==> src/rtl/min_pkg.sv <==
// Shared definitions for the min1/min2 extraction and spreading stages.
// Holds the default distance width, default node count, the distance and
// node-index types, and the spreader FSM state encoding.
package min_pkg;

  localparam int ED_W    = 16;
  localparam int N_NODES = 8;
  localparam int NODE_W  = $clog2(N_NODES) + 1;

  typedef logic [ED_W-1:0]   ed_t;
  typedef logic [NODE_W-1:0] node_t;

  typedef enum logic {
    IDLE = 1'b0,
    EMIT = 1'b1
  } state_t;

endpackage

==> src/rtl/min_spreader_sat_offset_sub.sv <==
// Unsigned saturating subtract of a fixed offset: values at or below the
// offset clamp to zero instead of wrapping around.
module sat_offset_sub
  import min_pkg::*;
#(
  parameter int W      = min_pkg::ED_W,
  parameter int OFFSET = 1
) (
  input  logic [W-1:0] value,
  output logic [W-1:0] result
);

  localparam logic [W-1:0] OFF = W'(OFFSET);

  // Clamp at zero so a small distance never wraps to a huge one
  always_comb begin
    result = '0;
    if (value > OFF) begin
      result = value - OFF;
    end
  end

endmodule

==> src/rtl/min_spreader.sv <==
// Expands a (min1, min2, min1_node) summary into one distance per node:
// every node gets min1 except the node that produced min1, which gets min2.
// Optional feature: define MINSUM_OFFSET_EN to subtract OFFSET (saturating
// at zero) from both distances as they are captured.
module min_spreader #(
  parameter int N_NODES = min_pkg::N_NODES,
  parameter int ED_W    = min_pkg::ED_W,
  parameter int NODE_W  = $clog2(N_NODES) + 1,
  parameter int OFFSET  = 1
) (
  input  logic              clk,
  input  logic              rst_n,
  input  logic              load_valid,
  output logic              load_ready,
  input  logic [ED_W-1:0]   min1_ed,
  input  logic [ED_W-1:0]   min2_ed,
  input  logic [NODE_W-1:0] min1_node,
  output logic              out_valid,
  input  logic              out_ready,
  output logic [NODE_W-1:0] out_node,
  output logic [ED_W-1:0]   out_ed,
  output logic              out_last
);

  import min_pkg::*;

  localparam logic [NODE_W-1:0] LAST_IDX = NODE_W'(N_NODES - 1);

  state_t            state_q;
  state_t            state_d;
  logic [NODE_W-1:0] idx_q;
  logic [NODE_W-1:0] node_q;
  logic [ED_W-1:0]   min1_q;
  logic [ED_W-1:0]   min2_q;
  logic [ED_W-1:0]   min1_in;
  logic [ED_W-1:0]   min2_in;
  logic              emit;
  logic              last;
  logic              load_xfer;
  logic              out_xfer;

`ifdef MINSUM_OFFSET_EN
  sat_offset_sub #(.W(ED_W), .OFFSET(OFFSET)) u_sub_min1 (
    .value  (min1_ed),
    .result (min1_in)
  );

  sat_offset_sub #(.W(ED_W), .OFFSET(OFFSET)) u_sub_min2 (
    .value  (min2_ed),
    .result (min2_in)
  );
`else
  assign min1_in = min1_ed;
  assign min2_in = min2_ed;
`endif

  assign emit       = (state_q == EMIT);
  assign last       = emit && (idx_q == LAST_IDX);
  assign out_xfer   = emit && out_ready;
  assign load_ready = (state_q == IDLE) || (last && out_ready);
  assign load_xfer  = load_valid && load_ready;

  assign out_valid = emit;
  assign out_node  = idx_q;
  assign out_last  = last;
  assign out_ed    = !emit ? '0 : ((idx_q == node_q) ? min2_q : min1_q);

  // Next state: start streaming on a load, stop after the last beat unless
  // a new summary is taken on that same edge
  always_comb begin
    state_d = state_q;
    case (state_q)
      IDLE: if (load_xfer) state_d = EMIT;
      EMIT: if (out_xfer && last && !load_xfer) state_d = IDLE;
      default: state_d = IDLE;
    endcase
  end

  // State register
  always_ff @(posedge clk or negedge rst_n) begin
    if (!rst_n) begin
      state_q <= IDLE;
    end else begin
      state_q <= state_d;
    end
  end

  // Capture the summary on a load and walk the node index on each beat
  always_ff @(posedge clk or negedge rst_n) begin
    if (!rst_n) begin
      idx_q  <= '0;
      node_q <= '0;
      min1_q <= '0;
      min2_q <= '0;
    end else if (load_xfer) begin
      idx_q  <= '0;
      node_q <= min1_node;
      min1_q <= min1_in;
      min2_q <= min2_in;
    end else if (out_xfer) begin
      idx_q <= last ? '0 : idx_q + 1'b1;
    end
  end

endmodule

==> config.mk <==
export PLATFORM = sky130hd
export DESIGN_NAME = min_spreader
export DESIGN_NICKNAME = d
export VERILOG_FILES = /design/src/rtl/min_pkg.sv /design/src/rtl/min_spreader_sat_offset_sub.sv /design/src/rtl/min_spreader.sv
export SDC_FILE = /design/constraint.sdc
export NUM_CORES = 1
export LEC_CHECK = 0
export CAP_MARGIN = 0
export CORE_UTILIZATION = 41
export DETAILED_ROUTE_END_ITERATION = 10
export GPL_TIMING_DRIVEN = 1
export PLACE_DENSITY = 0.85
export SYNTH_ARGS = -nofsm -noshare
export SYNTH_HDL_FRONTEND = slang
export SYNTH_SLANG_ARGS = --single-unit
==> constraint.sdc <==
create_clock -name clk -period 2.2 [get_ports clk]
set_clock_uncertainty 0.15 [all_clocks]
set_input_delay 0.66 -clock clk [delete_from_list [all_inputs] [get_ports clk]]
set_output_delay 0.66 -clock clk [all_outputs]
set_load 0.02 [all_outputs]
==> metrics <==
status complete, but fails checks; failing checks setup timing; sequential share of the synthesized area 51.7%; Synth Area in Simple Gates around 11%; Pwr Total ~4.6 mW; H-tree depth 2; worst-path maximum fanout 5; num ports 63; Slew @ Worst Pin roughly 0.32 ns; grt met3 use 4.08%; routability cong. 0.868; Filler Cells Inserted between 300 and 400; Clock Root Buffer clkbuf_8; syn_nets slightly above 200; Startpoint Class flop; DRC violation total after the first TritonRoute iteration 34; Max Buffers Root-to-Sink 2; diodes inserted 0; synthesized area 1980 um^2; hold_buf cts 0; leakage power between 1 and 1.5 nW; full die area between 5000 and 6000 um^2; pin count of the biggest net entering global routing 25; Chip Height 71.6 um; Final WS setup -0.546 ns; worst path cell trace xor2_2, nor4_4, buf_4, buf_12, mux2i_4, buf_6; ratio of cells with drive above 1 in the final layout between 20% and 30%; worst r2r src out_node[1]$_DFFE_PN0P_; min-delay worst type input pin to asynchronous set/reset pin; Routed WL approximately 4700 um; cells after synthesis 166; CP max stage delay between 0.4 and 0.5 ns; post-DP HPWL between 3000 and 4000 um; initial core utilization ~44%; Worst Path Arrival just under 2 ns; RR Endpoint out_valid$_DFF_PN0_; Setup TNS -8.32 ns; Die Width roughly 70 um; post-layout net count 297; Synth Area in Compound Gates roughly 2.2%; CTS tree done; Synth Warn # 0; vias 1571; Async SR Flop Fraction 100%; Crit Path Category flop to primary output; Avg Cell Area, Syn ~12 um^2; Post-synth top cells dfrtp_1 (41), nand2_1 (38), mux2_1 (36); first-pass GRT wire length between 7000 and 8000 um; DR pass1 iterations 4; xor/xnor cell area share of the yosys netlist 2.21%; drt drc 0; period utilization 125%; antenna viol nets, final 0; clock-pin slew on the worst setup and hold paths around 0.070 ns; RSZ-0062 raised after global routing true; worst vdd ir 849 uV; wire length per cell approximately 15 um; Yosys cell types 22; Worst-Skew Late Latency about 0.29 ns; GRT Overall Usage around 20%; R2R Setup Slk about 0.010 ns; post-synth top area share 51.7%; # setup viols final 17; CP required ~1.4 ns; Final Hold Viols 0; endpoint class of the critical path primary output; GR Overflow Total 0; top_reg_cell synth dfrtp_1; post-synthesis mux area share just under 30%; Synth area leaders dfrtp_1 (52%), mux2_1 (20%), mux2i_1 (8.6%); Via density roughly 5.1; Core Area between 4000 and 5000 um^2; CTS buffer count 5; worst r2r path cells 13; Pwr Density roughly 1500 nW/um^2; largest family of logic cells by synthesized area multiplexers; placed cell areas a little under 3000 um^2; vias in the first global route 1610; max-cap viol count 0; Max Transition Viols Final 0; max_slew headroom 78.6%; # rows 24; M2 GR Usage between 30% and 40%; Synth area leader dfrtp_1; Slowest cell on crit path dfrtp_1; clk sinks 41; Sequential Area ~1000 um^2; Final min period ~2.7 ns; port buffer count 62; count leader, synth dfrtp_1; initial antenna violation count 0; Area Growth Syn to Fin 60.1%; Yosys reg bits just over 40; Peak Freq between 0.3 and 0.4 GHz; multi-input logic area 1060 um^2; EDFF count, synth 0; fin area 3180 um^2; met1 usage 23.8%; grt peak-use layer met2; Synth Area in Adders 0.631%
-- registers in the layout, indices dropped and copies added, names as in the netlist --
signal	cells
out_valid	1
out_node	4
min2_q	16
node_q	4
min1_q	16
-- kinds of logic after synthesis --
logic type / after synthesis
multiplexers: 53
AND/OR/NAND/NOR: 48
flip-flops: 41
buffers and inverters: 11
AO/OA/AOI/OAI: 7
XOR/XNOR: 5
adder cells (fa/ha/maj): 1
-- through the flow --
stage / hold WS (ns) / utilization [%] / cells / worst slack, ns
floorplan: 0.214 / - / 166 / -0.488
global placement: 0.318 / 65.1 / 289 / -0.628
detailed placement: 0.325 / 65.1 / 289 / -0.680
CTS: 0.0122 / 69.8 / 308 / -0.580
global route: 0.0110 / 70.5 / 309 / -0.619
finish: 0.0167 / 70.5 / 309 / -0.546
-- layout make-up --
type / instances / area share (%)
Sequential cell: 41 / 32.3
Inverter: 1 / 0.118
Timing Repair Buffer: 93 / 28.5
Clock inverter: 1 / 0.946
Clock buffer: 7 / 2.72
Tap cell: 52 / 2.05
Multi-Input combinational cell: 114 / 33.3
-- metal layers --
layer / share of wire, % / vias to the layer above
met5: 0 / -
met4: 1.8 / 0
li1: - / 743
met2: 53 / 43
met1: 42 / 778
met3: 3.9 / 7
-- worst max-delay path by stage --
stage	cells after the start	slack (ns)	start	to
floorplan	5	-0.49	out_node[2]$_DFFE_PN0P_	out_ed[10]
global placement	5	-0.63	node_q[0]$_DFFE_PN0P_	out_ed[0]
detailed placement	5	-0.68	node_q[2]$_DFFE_PN0P_	out_ed[1]
CTS	5	-0.58	node_q[1]$_DFFE_PN0P_	out_ed[8]
global route	6	-0.62	out_node[1]$_DFFE_PN0P_	out_ed[10]
finish	6	-0.55	out_node[1]$_DFFE_PN0P_	out_ed[10]
-- worst max-delay path: cells and delay by family, from the launching register on --
kind                      cells  cell delay [ns]
buffers and inverters         3             0.45
muxes                         1             0.24
xor gates and xnor gates      1             0.20
and+or+nand+nor               1             0.33
DFF                           1             0.41
-- where the power goes --
group / total, mW / internal [mW] / switching (mW)
combinational: 2.69 / 1.44 / 1.25
clock: 0.629 / 0.370 / 0.259
sequential: 1.32 / 1.12 / 0.202
-- what timing repair did --
action	in CTS	in global routing
buffers inserted	10	2
setup endpoints to repair	23	32
gates resized for setup	107	11
pin swaps	2	3
gates cloned	1	0
-- cell usage in the layout (no fill, tap or decap), types with 2 or more instances in the layout --
cell,instances
mux2i_1,7
dlygate4sd2_1,6
buf_6,11
mux2i_4,10
buf_12,3
nor2b_1,3
o22ai_1,4
xor2_2,2
clkdlybuf4s50_1,37
dfrtp_1,40
mux2_1,34
clkbuf_8,6
xor2_1,3
buf_2,2
nand2_1,37
mux2_4,2
nor2_1,2
buf_4,31
buf_8,2
Note: power is estimated with default switching activity, not from simulation.
